### config.mk
export PLATFORM = sky130hd
export DESIGN_NAME = add_responder
export DESIGN_NICKNAME = d
export VERILOG_FILES = /design/src/rtl/add_responder.sv
export SDC_FILE = /design/constraint.sdc
export NUM_CORES = 1
export LEC_CHECK = 0
export ABC_CLOCK_PERIOD_IN_PS = 5200
export BUFFER_PORTS_ARGS = -buffer_cell sky130_fd_sc_hd__buf_2
export CAP_MARGIN = 5
export CORE_MARGIN = 2
export CORE_UTILIZATION = 35
export CTS_CLUSTER_DIAMETER = 150
export DETAILED_ROUTE_END_ITERATION = 8
export HOLD_SLACK_MARGIN = 0.05
export PLACE_DENSITY = 0.61
export SYNTH_ARGS = -nofsm -noshare
export SYNTH_HDL_FRONTEND = slang
export SYNTH_SLANG_ARGS = --single-unit
export TNS_END_PERCENT = 1
### constraint.sdc
create_clock -name clk -period 5.2 [get_ports clk]
set_input_delay 1.04 -clock clk [delete_from_list [all_inputs] [get_ports clk]]
set_output_delay 1.04 -clock clk [all_outputs]
set_load 0.01 [all_outputs]
### src/rtl/add_responder.sv
// Responder side of the en/ack adder handshake: queues requests and returns a+b with an ack pulse.
// Optional drop counter port drop_cnt is enabled by defining ADD_RESP_DROP_CNT_EN.
module add_responder #(
   parameter int DW      = 8,
   parameter int LATENCY = 2,
   parameter int DEPTH   = 4
) (
   input  logic            clk,
   input  logic            reset,
   input  logic [DW-1:0]   a,
   input  logic [DW-1:0]   b,
   input  logic            en,
   output logic [2*DW-1:0] out,
   output logic            ack,
   output logic            busy,
   output logic            full,
   output logic            drop,
   output logic [1:0]      dbg_state
`ifdef ADD_RESP_DROP_CNT_EN
   ,
   output logic [7:0]      drop_cnt
`endif
);

   localparam int AW = $clog2(DEPTH);
   localparam int CW = $clog2(LATENCY + 1);

   typedef enum logic [1:0] {
      ST_IDLE = 2'd0,
      ST_CALC = 2'd1,
      ST_ACK  = 2'd2
   } state_t;

   // Handshake: a request is a rising edge of en seen at posedge; each accepted
   // request yields exactly one single-cycle ack, with out updated in that same cycle.
   state_t            r_state;
   state_t            w_state_next;
   logic              r_en_q;
   logic [AW:0]       r_wr_ptr;
   logic [AW:0]       r_rd_ptr;
   logic [2*DW-1:0]   r_mem [DEPTH];
   logic [DW-1:0]     r_op_a;
   logic [DW-1:0]     r_op_b;
   logic [CW-1:0]     r_cnt;
   logic [2*DW-1:0]   r_out;
   logic              r_ack;
   logic              r_drop;

   logic              w_push;
   logic              w_full;
   logic              w_empty;
   logic              w_wr_en;
   logic              w_pop;
   logic              w_calc_done;
   logic [2*DW-1:0]   w_head;

   assign w_push  = en & ~r_en_q;
   assign w_full  = (r_wr_ptr[AW] != r_rd_ptr[AW]) &&
                    (r_wr_ptr[AW-1:0] == r_rd_ptr[AW-1:0]);
   assign w_empty = (r_wr_ptr == r_rd_ptr);
   // Fullness is taken from the registered pointers, so a same-edge pop cannot rescue a push.
   assign w_wr_en = w_push & ~w_full;
   assign w_head  = r_mem[r_rd_ptr[AW-1:0]];

   always_comb begin
      w_state_next = r_state;
      w_pop        = 1'b0;
      w_calc_done  = 1'b0;
      case (r_state)
         ST_IDLE: begin
            if (!w_empty) begin
               w_pop        = 1'b1;
               w_state_next = ST_CALC;
            end
         end
         ST_CALC: begin
            if (r_cnt == '0) begin
               w_calc_done  = 1'b1;
               w_state_next = ST_ACK;
            end
         end
         ST_ACK:  w_state_next = ST_IDLE;
         default: w_state_next = ST_IDLE;
      endcase
   end

   always_ff @(posedge clk or negedge reset) begin
      if (!reset) begin
         r_state <= ST_IDLE;
      end else begin
         r_state <= w_state_next;
      end
   end

   always_ff @(posedge clk) begin
      if (w_wr_en) begin
         r_mem[r_wr_ptr[AW-1:0]] <= {a, b};
      end
   end

   always_ff @(posedge clk or negedge reset) begin
      if (!reset) begin
         r_en_q   <= 1'b0;
         r_wr_ptr <= '0;
         r_rd_ptr <= '0;
         r_op_a   <= '0;
         r_op_b   <= '0;
         r_cnt    <= '0;
         r_out    <= '0;
         r_ack    <= 1'b0;
         r_drop   <= 1'b0;
      end else begin
         r_en_q <= en;
         r_drop <= w_push & w_full;
         r_ack  <= w_calc_done;
         if (w_wr_en) begin
            r_wr_ptr <= r_wr_ptr + (AW+1)'(1);
         end
         if (w_pop) begin
            r_rd_ptr <= r_rd_ptr + (AW+1)'(1);
            r_op_a   <= w_head[2*DW-1:DW];
            r_op_b   <= w_head[DW-1:0];
            r_cnt    <= CW'(LATENCY - 1);
         end else if (r_state == ST_CALC && r_cnt != '0) begin
            r_cnt <= r_cnt - CW'(1);
         end
         if (w_calc_done) begin
            r_out <= (2*DW)'(r_op_a) + (2*DW)'(r_op_b);
         end
      end
   end

`ifdef ADD_RESP_DROP_CNT_EN
   logic [7:0] r_drop_cnt;

   always_ff @(posedge clk or negedge reset) begin
      if (!reset) begin
         r_drop_cnt <= '0;
      end else if (w_push && w_full && r_drop_cnt != 8'hFF) begin
         r_drop_cnt <= r_drop_cnt + 8'd1;
      end
   end

   assign drop_cnt = r_drop_cnt;
`endif

   assign out       = r_out;
   assign ack       = r_ack;
   assign busy      = (r_state != ST_IDLE) || !w_empty;
   assign full      = w_full;
   assign drop      = r_drop;
   assign dbg_state = r_state;

endmodule

==> results.py <==
metrics = {
    "global_route": {
        "grt_use_met3_pct": 3.03,
        "use_met1_pct": 16.5,
        "grt_use_total_pct": 12.1,
        "antenna_found_initial": 0,
        "grt.busiest_layer": "met2",
        "grt_overflow": 0,
        "grt_pass1_wl_mm": 12.0,
        "grt_pass1_vias": 2237,
        "use_met2_pct": 19.1,
        "grt_max_degree": 39,
    },
    "timing": {
        "post-route-period-util_pct": 57.1,
        "layout_min_cycle_time_ns": 2.97,
        "relSlewSlack_pct": 31.3,
        "rsz0062_at_grt": "no",
        "tns_ns": 0,
        "hold_viol": 0,
        "fmax_mhz": 337,
        "setup_slack_ns": 2.23,
        "setup_viol": 0,
        "worst_slew_pin_slew_ns": 1.03,
        "slew_viol_final": 0,
        "skew_ns": 0.00996,
    },
    "placement": {
        "place_ws_ns": 2.47,
        "gp_congestion": 0.753,
        "place_area_mm2": 0.00465,
        "dp_hpwl_mm": 4.90,
        "port-buffer-count": 33,
    },
    "final_layout": {
        "utilization_pct": 40.7,
        "area_delta_synth_final_pct": 12.9,
        "layout.nets": 332,
        "drive_above_1_share_pct": 27.4,
        "stdcell_area_mm2": 0.00493,
        "n_antenna_cell": 0,
    },
    "floorplanning": {
        "fp-row-count": 40,
        "core_mm2": 0.0121,
        "die-area_mm2": 0.0134,
        "die_w_um": 116,
        "die_y_um": 116,
        "io_pins": 41,
        "start_util_pct": 36.1,
    },
    "setup_path": {
        "critPathMaxFanout": 20,
        "reg2reg_from": "r_rd_ptr[1]",
        "cp_cell_sequence": "xor2_2, nor3_1, nand2_1, buf_2",
        "crit_start": "r_rd_ptr[1]",
        "cp-start-kind": "flip-flop",
        "crit_path_top_delay_cell": "dfrtp_1",
        "cp.arrival_ns": 1.93,
        "end_kind": "primary output",
        "reg2reg_slack_ns": 2.55,
        "required_ns": 4.16,
        "path_class": "flip-flop to primary output",
        "worst_path_largest_cell_delay_ns": 0.92,
    },
    "synth": {
        "synth_top_area_cell": "edfxtp_1",
        "synth_area_per_cell_um2": 16.7,
        "synth_top_area_share_pct": 44.0,
        "postSynthCellCount": 262,
        "synth.distinct_cells": 41,
        "synthTopCellsByArea": "edfxtp_1, dfrtp_1, mux4_2, ha_1, mux2_4",
        "yosysSeqAreaShare_pct": 65.7,
        "ys_seq_elements": 102,
        "ys_warn_count": 0,
        "netlist_area_mm2": 0.00437,
    },
    "clocking": {
        "hold_buffers": 0,
        "cts_buffers": 9,
        "clock_latency_ns": 0.34,
        "clk_pin_slew_ns": 0.07,
        "cts_tree": "yes",
        "cts_root_buf": "clkbuf_16",
        "cts_buffer_depth": 2,
        "cts_resized": 0,
        "post_cts_buffers": 0,
        "htree_levels": 3,
        "numClockSinks": 102,
    },
    "routing": {
        "vias": 2166,
        "wl_per_cell_um": 15.3,
        "ant_nets": 0,
        "drtPass1Iterations": 4,
        "initialDrtViolationCount": 130,
        "drc": 0,
        "routed_wl_mm": 7.22,
        "vias_per_cell": 4.60,
    },
    "hold_path": {
        "hold_start": "out[0]",
        "hp-class": "flip-flop to flip-flop",
    },
    "run": {
        "maxCapViolations": 0,
    },
    "power": {
        "power-per-cell-area_mw_per_mm2": 610,
        "p_leak_nw": 1.91,
        "vdd_drop_max_uv": 220,
    },
    "run_status": {
        "status": "finished, final reports clean",
    },
}
## cell usage in the layout (no fill, tap or decap), drive strengths merged
master	count
o31ai	2
or2	1
xnor2	5
mux2	17
nor3b	5
o21ai	9
a21o	2
nor4	1
mux4	16
conb	7
dfrtp	38
fa	1
mux2i	2
and2	5
o21ba	1
o311ai	1
nand3b	1
o21bai	2
nand2b	2
o22ai	1
a31oi	1
clkinv	5
a211oi	5
nand2	14
o22a	1
a21oi	6
xor2	5
ha	14
edfxtp	64
buf	34
clkbuf	9
o31a	1
inv	10
nor3	5
nand3	4
nor2	6
## through the flow
step | total power [mW] | hold WS, ns | instances
6_report | 3.01 | 0.474 | 471
3_3_place_gp | 2.38 | 0.460 | 455
5_1_grt | 3.23 | 0.511 | 471
3_5_place_dp | 2.41 | 0.464 | 455
2_1_floorplan | 2.17 | 0.460 | 268
4_1_cts | 3.05 | 0.482 | 471
## synthesized netlist by cell type
library cell  instances
a211oi_1              5
a21o_1                2
a21oi_1               6
a31oi_2               1
and2_1                5
buf_12                1
buf_2                 1
buf_4                 8
buf_6                 3
clkbuf_1              2
conb_1                1
dfrtp_1              38
edfxtp_1             64
fa_1                  1
ha_1                 14
inv_1                 8
mux2_2                9
mux2_4                8
mux2i_1               2
mux4_1                3
mux4_2               13
nand2_1              14
nand2b_1              2
nand3_1               4
nand3b_1              1
nor2_1                6
nor3_1                5
nor3b_1               5
nor4_1                1
o21ai_0               9
o21ba_2               1
o21bai_1              2
o22a_1                1
o22ai_1               1
o311ai_0              1
o31a_1                1
o31ai_1               2
or2_2                 1
xnor2_1               5
xor2_1                4
xor2_2                1
## path summary, 6_finish.rpt
kind / end / cells after the start
setup / recovery: busy / 4
hold / removal: out[0] / 2
setup reg to reg: r_mem[3][15] / 3
hold reg to reg: out[0] / 2
max in group asynchronous: dbg_state[1] / 1
min in group asynchronous: r_en_q / 1
## power breakdown
group	internal, mW	leakage, nW	total (mW)	switching (mW)
combinational	0.580	0.737	1.16	0.583
sequential	1.08	1.04	1.22	0.145
clock	0.331	0.141	0.625	0.294
## layer usage
layer	routed length, um	share of wire [%]	vias up
met5	0	0	-
met4	94	1.3	0
met3	243	3.4	8
met2	3420	47	41
met1	3460	48	1070
li1	-	-	1047
## registers in the layout, indices dropped and copies added (netlist names)
name,cells
dbg_state,2
r_en_q,1
drop,1
r_rd_ptr,3
r_mem,64
ack,1
r_op_a,8
r_cnt,2
r_op_b,8
out,9
r_wr_ptr,3
## final cells by class
cell class / count / area, um2
Fill cell: 1146 / 7180
Sequential cell: 102 / 2870
Multi-Input combinational cell: 143 / 1360
Clock buffer: 9 / 225
Tap cell: 168 / 210
Timing Repair Buffer: 34 / 173
Clock inverter: 7 / 57.6
Inverter: 8 / 30.0
## logic make-up after synthesis
kind of cell | count (synthesis) | synth area share (%)
AOI/OAI and AO/OA | 32 | 4.87
xor gates and xnor gates | 10 | 2.18
adders and majority gates | 15 | 4.47
buffers and inverters | 23 | 3.58
DFF | 102 | 65.7
muxes | 35 | 14.0
other | 1 | 0.0858
and+or+nand+nor | 44 | 5.07
## worst max-delay path, delay by kind of cell, from the launching register on
kind	cells	cell delay, ns
xor+xnor	1	0.16
buf+inv	1	0.15
flops	1	0.92
simple gates	2	0.37
Power figures use the tool's default switching activity.
